### src/rtl/rv_load_store_unit.sv
`default_nettype none
// ============================================================================
//  Module      : rv_load_store_unit
//  Description : Multicycle RV32I/RV64I load/store unit. Steers byte lanes
//                into a word-organised, variable-latency data memory, and
//                sign/zero-extends load data. Reports misaligned accesses,
//                illegal funct3 codes and memory acknowledge timeouts.
//  Revision    : 1.0 - initial release
// ============================================================================
module rv_load_store_unit #(
    parameter int XLEN        = 32,
    parameter int ACK_TIMEOUT = 16
) (
    input  logic                clk,
    input  logic                rst,
    input  logic                i_ena,
    input  logic                i_req_valid,
    output logic                o_req_ready,
    input  logic                i_req_is_store,
    input  logic [2:0]          i_req_funct3,
    input  logic [XLEN-1:0]     i_req_addr,
    input  logic [XLEN-1:0]     i_req_wr_data,
    output logic                o_rsp_valid,
    output logic [XLEN-1:0]     o_rsp_data,
    output logic [1:0]          o_rsp_fault,
    output logic                o_mem_req,
    output logic [XLEN-1:0]     o_mem_addr,
    output logic                o_mem_wr_ena,
    output logic [XLEN/8-1:0]   o_mem_byte_ena,
    output logic [XLEN-1:0]     o_mem_wr_data,
    input  logic [XLEN-1:0]     i_mem_rd_data,
    input  logic                i_mem_ack
);

    localparam int c_B     = XLEN / 8;
    localparam int c_OFFW  = $clog2(c_B);
    localparam int c_CNTW  = (ACK_TIMEOUT > 0) ? $clog2(ACK_TIMEOUT + 1) : 1;
    localparam int c_LIMIT = (ACK_TIMEOUT > 0) ? ACK_TIMEOUT - 1 : 0;

    localparam logic [1:0] c_ST_IDLE    = 2'd0;
    localparam logic [1:0] c_ST_ACCESS  = 2'd1;
    localparam logic [1:0] c_ST_RESPOND = 2'd2;

    localparam logic [1:0] c_FLT_OK    = 2'b00;
    localparam logic [1:0] c_FLT_MISAL = 2'b01;
    localparam logic [1:0] c_FLT_ILLEG = 2'b10;
    localparam logic [1:0] c_FLT_TMO   = 2'b11;

    // Bit mask covering the low 1/2/4/8 bytes of a word for size code 0..3.
    function automatic logic [XLEN-1:0] f_low_mask(input logic [1:0] size);
        case (size)
            2'd0:    f_low_mask = XLEN'(8'hFF);
            2'd1:    f_low_mask = XLEN'(16'hFFFF);
            2'd2:    f_low_mask = XLEN'(32'hFFFF_FFFF);
            default: f_low_mask = '1;
        endcase
    endfunction

    logic [1:0]        r_state;
    logic [1:0]        w_state_nxt;
    logic [c_CNTW-1:0] r_cnt;
    logic [c_OFFW-1:0] r_off;
    logic [1:0]        r_size;
    logic              r_unsigned;
    logic              r_store;

    logic              w_accept;
    logic              w_legal;
    logic              w_misal;
    logic [1:0]        w_fault;
    logic [c_OFFW-1:0] w_off;
    logic [c_OFFW-1:0] w_align;
    logic [1:0]        w_size;
    logic [c_B-1:0]    w_bmask;
    logic [XLEN-1:0]   w_wdata;
    logic [XLEN-1:0]   w_word_addr;
    logic [XLEN-1:0]   w_sh;
    logic [XLEN-1:0]   w_lmask;
    logic              w_sign;
    logic [XLEN-1:0]   w_ld;
    logic              w_tmo;

    // Decode the incoming request: legality, alignment and lane steering.
    always_comb begin
        w_off   = i_req_addr[c_OFFW-1:0];
        w_size  = i_req_funct3[1:0];
        w_legal = 1'b0;
        case (i_req_funct3)
            3'b000, 3'b001, 3'b010: w_legal = 1'b1;
            3'b011:                 w_legal = (XLEN == 64);
            3'b100, 3'b101:         w_legal = ~i_req_is_store;
            3'b110:                 w_legal = ~i_req_is_store & (XLEN == 64);
            default:                w_legal = 1'b0;
        endcase
        case (w_size)
            2'd0:    begin w_align = '0;            w_bmask = c_B'(1);  end
            2'd1:    begin w_align = c_OFFW'(1);    w_bmask = c_B'(3);  end
            2'd2:    begin w_align = c_OFFW'(3);    w_bmask = c_B'(15); end
            default: begin w_align = c_OFFW'(7);    w_bmask = '1;       end
        endcase
        w_misal     = |(w_off & w_align);
        // Illegal funct3 outranks misalignment.
        w_fault     = !w_legal ? c_FLT_ILLEG : (w_misal ? c_FLT_MISAL : c_FLT_OK);
        // Store data is trimmed to its width first so unused upper bytes never
        // leak into neighbouring lanes.
        w_wdata     = (i_req_wr_data & f_low_mask(w_size)) << {w_off, 3'b000};
        w_word_addr = {i_req_addr[XLEN-1:c_OFFW], {c_OFFW{1'b0}}};
    end

    // Align the returned word to bit 0 and extend it to the full width.
    always_comb begin
        w_sh    = i_mem_rd_data >> {r_off, 3'b000};
        w_lmask = f_low_mask(r_size);
        case (r_size)
            2'd0:    w_sign = w_sh[7];
            2'd1:    w_sign = w_sh[15];
            2'd2:    w_sign = w_sh[31];
            default: w_sign = 1'b0;
        endcase
        w_ld  = (w_sh & w_lmask) | ((w_sign & ~r_unsigned) ? ~w_lmask : '0);
        // Timeout fires in the ACK_TIMEOUT-th ACCESS cycle without an ack.
        w_tmo = (ACK_TIMEOUT != 0) && (r_cnt == c_CNTW'(c_LIMIT));
    end

    // Handshake output: only the idle, enabled, non-reset unit accepts.
    always_comb begin
        o_req_ready = (r_state == c_ST_IDLE) & i_ena & ~rst;
        w_accept    = i_req_valid & o_req_ready;
    end

    // Next-state selection.
    always_comb begin
        w_state_nxt = r_state;
        case (r_state)
            c_ST_IDLE:    if (w_accept) w_state_nxt = (w_fault != c_FLT_OK) ? c_ST_RESPOND : c_ST_ACCESS;
            c_ST_ACCESS:  if (i_mem_ack || w_tmo) w_state_nxt = c_ST_RESPOND;
            c_ST_RESPOND: w_state_nxt = c_ST_IDLE;
            default:      w_state_nxt = c_ST_IDLE;
        endcase
    end

    // State register.
    always_ff @(posedge clk) begin
        if (rst) r_state <= c_ST_IDLE;
        else     r_state <= w_state_nxt;
    end

    // Registered memory-side and response-side outputs plus request context.
    always_ff @(posedge clk) begin
        if (rst) begin
            o_rsp_valid    <= 1'b0;
            o_rsp_data     <= '0;
            o_rsp_fault    <= c_FLT_OK;
            o_mem_req      <= 1'b0;
            o_mem_addr     <= '0;
            o_mem_wr_ena   <= 1'b0;
            o_mem_byte_ena <= '0;
            o_mem_wr_data  <= '0;
            r_cnt          <= '0;
            r_off          <= '0;
            r_size         <= 2'd0;
            r_unsigned     <= 1'b0;
            r_store        <= 1'b0;
        end else begin
            o_rsp_valid <= 1'b0;
            case (r_state)
                c_ST_IDLE: begin
                    if (w_accept) begin
                        r_off      <= w_off;
                        r_size     <= w_size;
                        r_unsigned <= i_req_funct3[2];
                        r_store    <= i_req_is_store;
                        r_cnt      <= '0;
                        if (w_fault != c_FLT_OK) begin
                            o_rsp_valid <= 1'b1;
                            o_rsp_fault <= w_fault;
                            o_rsp_data  <= '0;
                        end else begin
                            o_mem_req      <= 1'b1;
                            o_mem_addr     <= w_word_addr;
                            o_mem_byte_ena <= w_bmask << w_off;
                            o_mem_wr_data  <= w_wdata;
                            o_mem_wr_ena   <= i_req_is_store;
                        end
                    end
                end
                c_ST_ACCESS: begin
                    r_cnt <= r_cnt + c_CNTW'(1);
                    if (i_mem_ack || w_tmo) begin
                        o_rsp_valid    <= 1'b1;
                        o_mem_req      <= 1'b0;
                        o_mem_wr_ena   <= 1'b0;
                        o_mem_byte_ena <= '0;
                        // Ack wins when it coincides with the timeout limit.
                        o_rsp_fault    <= i_mem_ack ? c_FLT_OK : c_FLT_TMO;
                        o_rsp_data     <= (i_mem_ack && !r_store) ? w_ld : '0;
                    end
                end
                default: ;
            endcase
        end
    end

endmodule
`default_nettype wire

### config.mk
export PLATFORM = sky130hd
export DESIGN_NAME = rv_load_store_unit
export DESIGN_NICKNAME = d
export VERILOG_FILES = /design/src/rtl/rv_load_store_unit.sv
export SDC_FILE = /design/constraint.sdc
export NUM_CORES = 1
export LEC_CHECK = 0
export CAP_MARGIN = 20
export CORE_MARGIN = 2
export CORE_UTILIZATION = 35
export DETAILED_ROUTE_END_ITERATION = 6
export HOLD_SLACK_MARGIN = 0.12
export PLACE_DENSITY = 0.7
export SLEW_MARGIN = 10
export SYNTH_ARGS = -nofsm -noshare
export SYNTH_HDL_FRONTEND = slang
export SYNTH_SLANG_ARGS = --single-unit
### constraint.sdc
create_clock -name clk -period 1.95 [get_ports clk]
set_input_delay 0.195 -clock clk [delete_from_list [all_inputs] [get_ports clk]]
set_output_delay 0.195 -clock clk [all_outputs]
set_load 0.03 [all_outputs]
==> results.env <==
WIRELENGTH_UM=17100
DIEWIDTH_UM=127
COUNT_OF_FINAL_MAX_SLEW_CHECK_FAILURES=0
HTREE_LEVELS=4
NETLIST_TOP_CELLS_COUNT='sky130_fd_sc_hd__dfxtp_1 (116), sky130_fd_sc_hd__nand2_1 (90), sky130_fd_sc_hd__a21oi_1 (75)'
FINALWORSTPATHREQUIREDPERIOD_NS=1.88
CRITICAL_PATH_PEAK_FANOUT=8
SYNTH_TOP_AREA_CELL='sky130_fd_sc_hd__dfxtp_1'
WORST_SKEW_PAIR.LATE_LATENCY_NS=0.41
LAST_WEIGHTED_CONGESTION_VALUE_OF_THE_ROUTABILITY_DRIVEN_PLACER=0.877
CP_SLOWEST_STAGE_DELAY_NS=0.32
COUNT_LEADER_SYNTH='sky130_fd_sc_hd__dfxtp_1'
WORSTPATHREQUIRED_NS=2.30
NETS=936
POWER_DENSITY_mW_PER_MM2=747
INITIAL_UTILIZATION_PCT=36.0
WORST_SETUP_PATH_START_KIND='register'
HPWLAFTERDP_UM=12300
SYNTH.TOP_CELLS.BY_AREA='sky130_fd_sc_hd__dfxtp_1 (44%), sky130_fd_sc_hd__a21oi_1 (7.1%), sky130_fd_sc_hd__nand2_1 (6.4%)'
ROUTE.DETAILED.WL_PER_INST_UM=16.7
CLK_TRANSITION_REPORTED_PATHS_NS=0.05
CHIPHEIGHT_UM=127
VIAS=5407
CTS_MADE_BUFFERS=17
GRT_FIRST_PASS_WIRELENGTH_UM=26800
RUN_STATUS='finished clean'
FP.DIEAREA_MM2=0.0161
DRT_FIRST_PASS_ITERS=5
GRT_START_MAX_NET_PINS=65
WORSTHOLDPATHTYPE='in2reg'
CRITICAL-PATH-SLOWEST-CELL='sky130_fd_sc_hd__dfxtp_2'
FF2FF_PATH_DEPTH=8
CTS.SINKS=116
CRITICAL_PATH.TOP_DELAY_FAMILY='compound AO/OA/AOI/OAI gates'
COUNT_OF_FLIP_FLOPS_WITH_A_BUILT_IN_ENABLE_AFTER_SYNTHESIS=0
FIN_CRIT_SH_PCT=96.5
SETUP_VIOL=0
FLOW.AREA_GROWTH_FROM_SYNTHESIS_PCT=60.0
CTS_ROOT_BUF='sky130_fd_sc_hd__clkbuf_16'
HOLDPATHSTAGES=3
GRT_UTIL_ALL_LAYERS_PCT=20.6
FIN_TNS_SETUP_NS=0
WORST_CASE_CLOCK_SKEW_NS=0.00579
RSZ0062_AT_GRT='false'
PORT_BUFFERS=208
MAXCLOCKFREQUENCY_MHz=531
CRITICAL_PATH_CELL_COUNT=8
CORE_MM2=0.0146
FINAL_LAYOUT_SIZE_SUFFIX_GT1_SHARE_PCT=13.9
CRITICAL_PATH_ARRIVAL_NS=2.23
DRT.ANTENNA.VIOLATING_NETS=0
CAP_VIOLATIONS=0
LEAKAGE_nW=3.07
DR.FIRST_ITER.DRC_COUNT=303
CRIT_CHAIN='ha_2 > and3_4 > ha_4 > nor4b_4 > a21oi_2 > a21oi_4 > clkbuf_16 > a221o_1'
SYNTH_SEQUENTIAL_AREA_RATIO_PCT=44.0
NUMBER_OF_SYNTHESIZED_REGISTER_BITS=116
HOLD_VIOLATIONS=0
GRT_ANTENNA_BEFORE_REPAIR=0
VDD_DROP_MAX_uV=524
GLOBALROUTEOVERFLOWTOTAL=0
GRT_PASS1_VIAS=5387
DETAIL_ROUTE.VIAS_PER_CELL=5.27
YOSYSTOPAREACELLSHARE_PCT=44.0
SYNTHESIS.YOSYS.WARNINGS=0
NUMBER_OF_ANTENNA_REPAIR_DIODES=0
TIMING.CRITICAL_PATH.TO_TYPE='register'
FP-ROW-COUNT=44
SYNTH_FF_TYPE='sky130_fd_sc_hd__dfxtp_1'
ROUTE.DETAILED.DRC=0
DETAILED_PLACE.AREA_MM2=0.00776
CRITICAL_PATH.N_BUFFERS_INVERTERS=1
POST_SYN_INSTANCES=602
YOSYS.CELL_TYPES.COUNT=54
CLOCKBUFFERDEPTH=2
ASYNC_RESET_FF_SHARE_PCT=0
CTS_TREE='yes'
SYNTH_AREA_MM2=0.00528
POST_SYNTH.CELL_AREA_AVG_UM2=8.76
CRITICALPATHCATEGORY='reg2reg'
FLOORPLAN.IO_PINS=211
TOTAL_POWER_mW=6.31
FINAL_DESIGN_AREA_NO_FILL_MM2=0.00844
## metal layers
metal | GRT usage (%) | share of wire, % | vias up
li1 | - | - | 2608
met1 | 24.1 | 41 | 2556
met2 | 34.6 | 48 | 214
met3 | 7.38 | 8.3 | 29
met4 | 8.34 | 2.0 | 0
met5 | 0 | 0 | -
## worst min-delay path: stages
cell,delay [ns]
sky130_fd_sc_hd__buf_2,0.14
sky130_fd_sc_hd__nand3_1,0.10
sky130_fd_sc_hd__a21oi_1,0.06
## area by class of cell
cell class / count / area, µm²
clock buffer: 23 / 468
clock inverter: 9 / 104
fill: 1250 / 6200
inverter: 4 / 15.0
multi-input combinational: 429 / 2740
sequential: 116 / 2320
tap: 184 / 230
timing repair buffer: 261 / 2560
## sequential cells by signal, summed over array words and instances (netlist names), 2 cells and up
register and count:
o_mem_addr 30, o_mem_byte_ena 4, o_mem_wr_data 32, o_rsp_data 32, o_rsp_fault 2, r_cnt 5, r_off 2, r_size 2
r_state 2
## repair_timing
| item | in CTS | in global routing |
|---|---|---|
| gates cloned | 0 | 2 |
| hold buffers | 1 | 0 |
| endpoints found under the setup margin | 38 | 39 |
| pin swaps | 0 | 4 |
| buffers inserted | 0 | 2 |
| endpoints found under the hold margin | 2 | 0 |
| resized for setup | 1 | 11 |
## cells in the final DEF (no fill, tap or decap), drive strengths merged, types with 3 or more instances in the layout
master / synthesis / layout
clkdlybuf4s50: 0 / 205
dfxtp: 116 / 116
nand2: 91 / 91
a21oi: 76 / 76
buf: 29 / 54
nor2: 42 / 42
clkbuf: 25 / 24
mux2i: 23 / 23
o21ai: 17 / 17
nor2b: 16 / 16
nand3: 16 / 16
a221o: 16 / 16
mux2: 16 / 16
a22oi: 15 / 15
nand2b: 13 / 13
a22o: 13 / 13
a211oi: 12 / 12
a2bb2oi: 10 / 10
o2bb2ai: 7 / 7
or3: 6 / 6
o311a: 6 / 6
nor3: 6 / 6
clkinv: 0 / 5
inv: 4 / 4
nand3b: 3 / 3
## worst paths after layout
path	from	endpoint	slack, ns
hold / removal	i_req_addr[0]	r_off[0]	0.15
hold reg to reg	o_mem_addr[2]	o_mem_addr[2]	0.45
setup / recovery	r_cnt[0]	o_rsp_data[21]	0.07
setup reg to reg	r_cnt[0]	o_rsp_data[21]	0.07
## where the power goes
group          leakage [nW]  switching, mW  internal [mW]
logic                  1.86          0.419          0.445
clock network         0.277           1.06           1.94
registers             0.938         0.0292           2.41
total                  3.07           1.51           4.80
## kinds of logic (layout without fill, tap and decap cells)
group	count (synthesis)	after routing	share of synthesized area [%]
DFF	116	116	44.0
and+or+nand+nor	202	202	17.9
muxes	40	40	8.21
buffers and inverters	58	297	5.12
AOI/OAI and AO/OA	183	183	24.2
other	1	2	0.0711
adders and majority gates	2	2	0.474
## through the flow
step	setup WS (ns)	instances	hold slack, ns	util [%]
after floorplan	0.0407	603	0.328	-
after global placement	-0.122	990	0.441	53.0
after detailed placement	-0.0952	990	0.444	53.0
after CTS	-0.00735	1023	0.131	57.0
after global routing	0.00850	1026	0.163	57.6
final	0.0684	1026	0.147	57.6
Power figures use the tool's default switching activity.
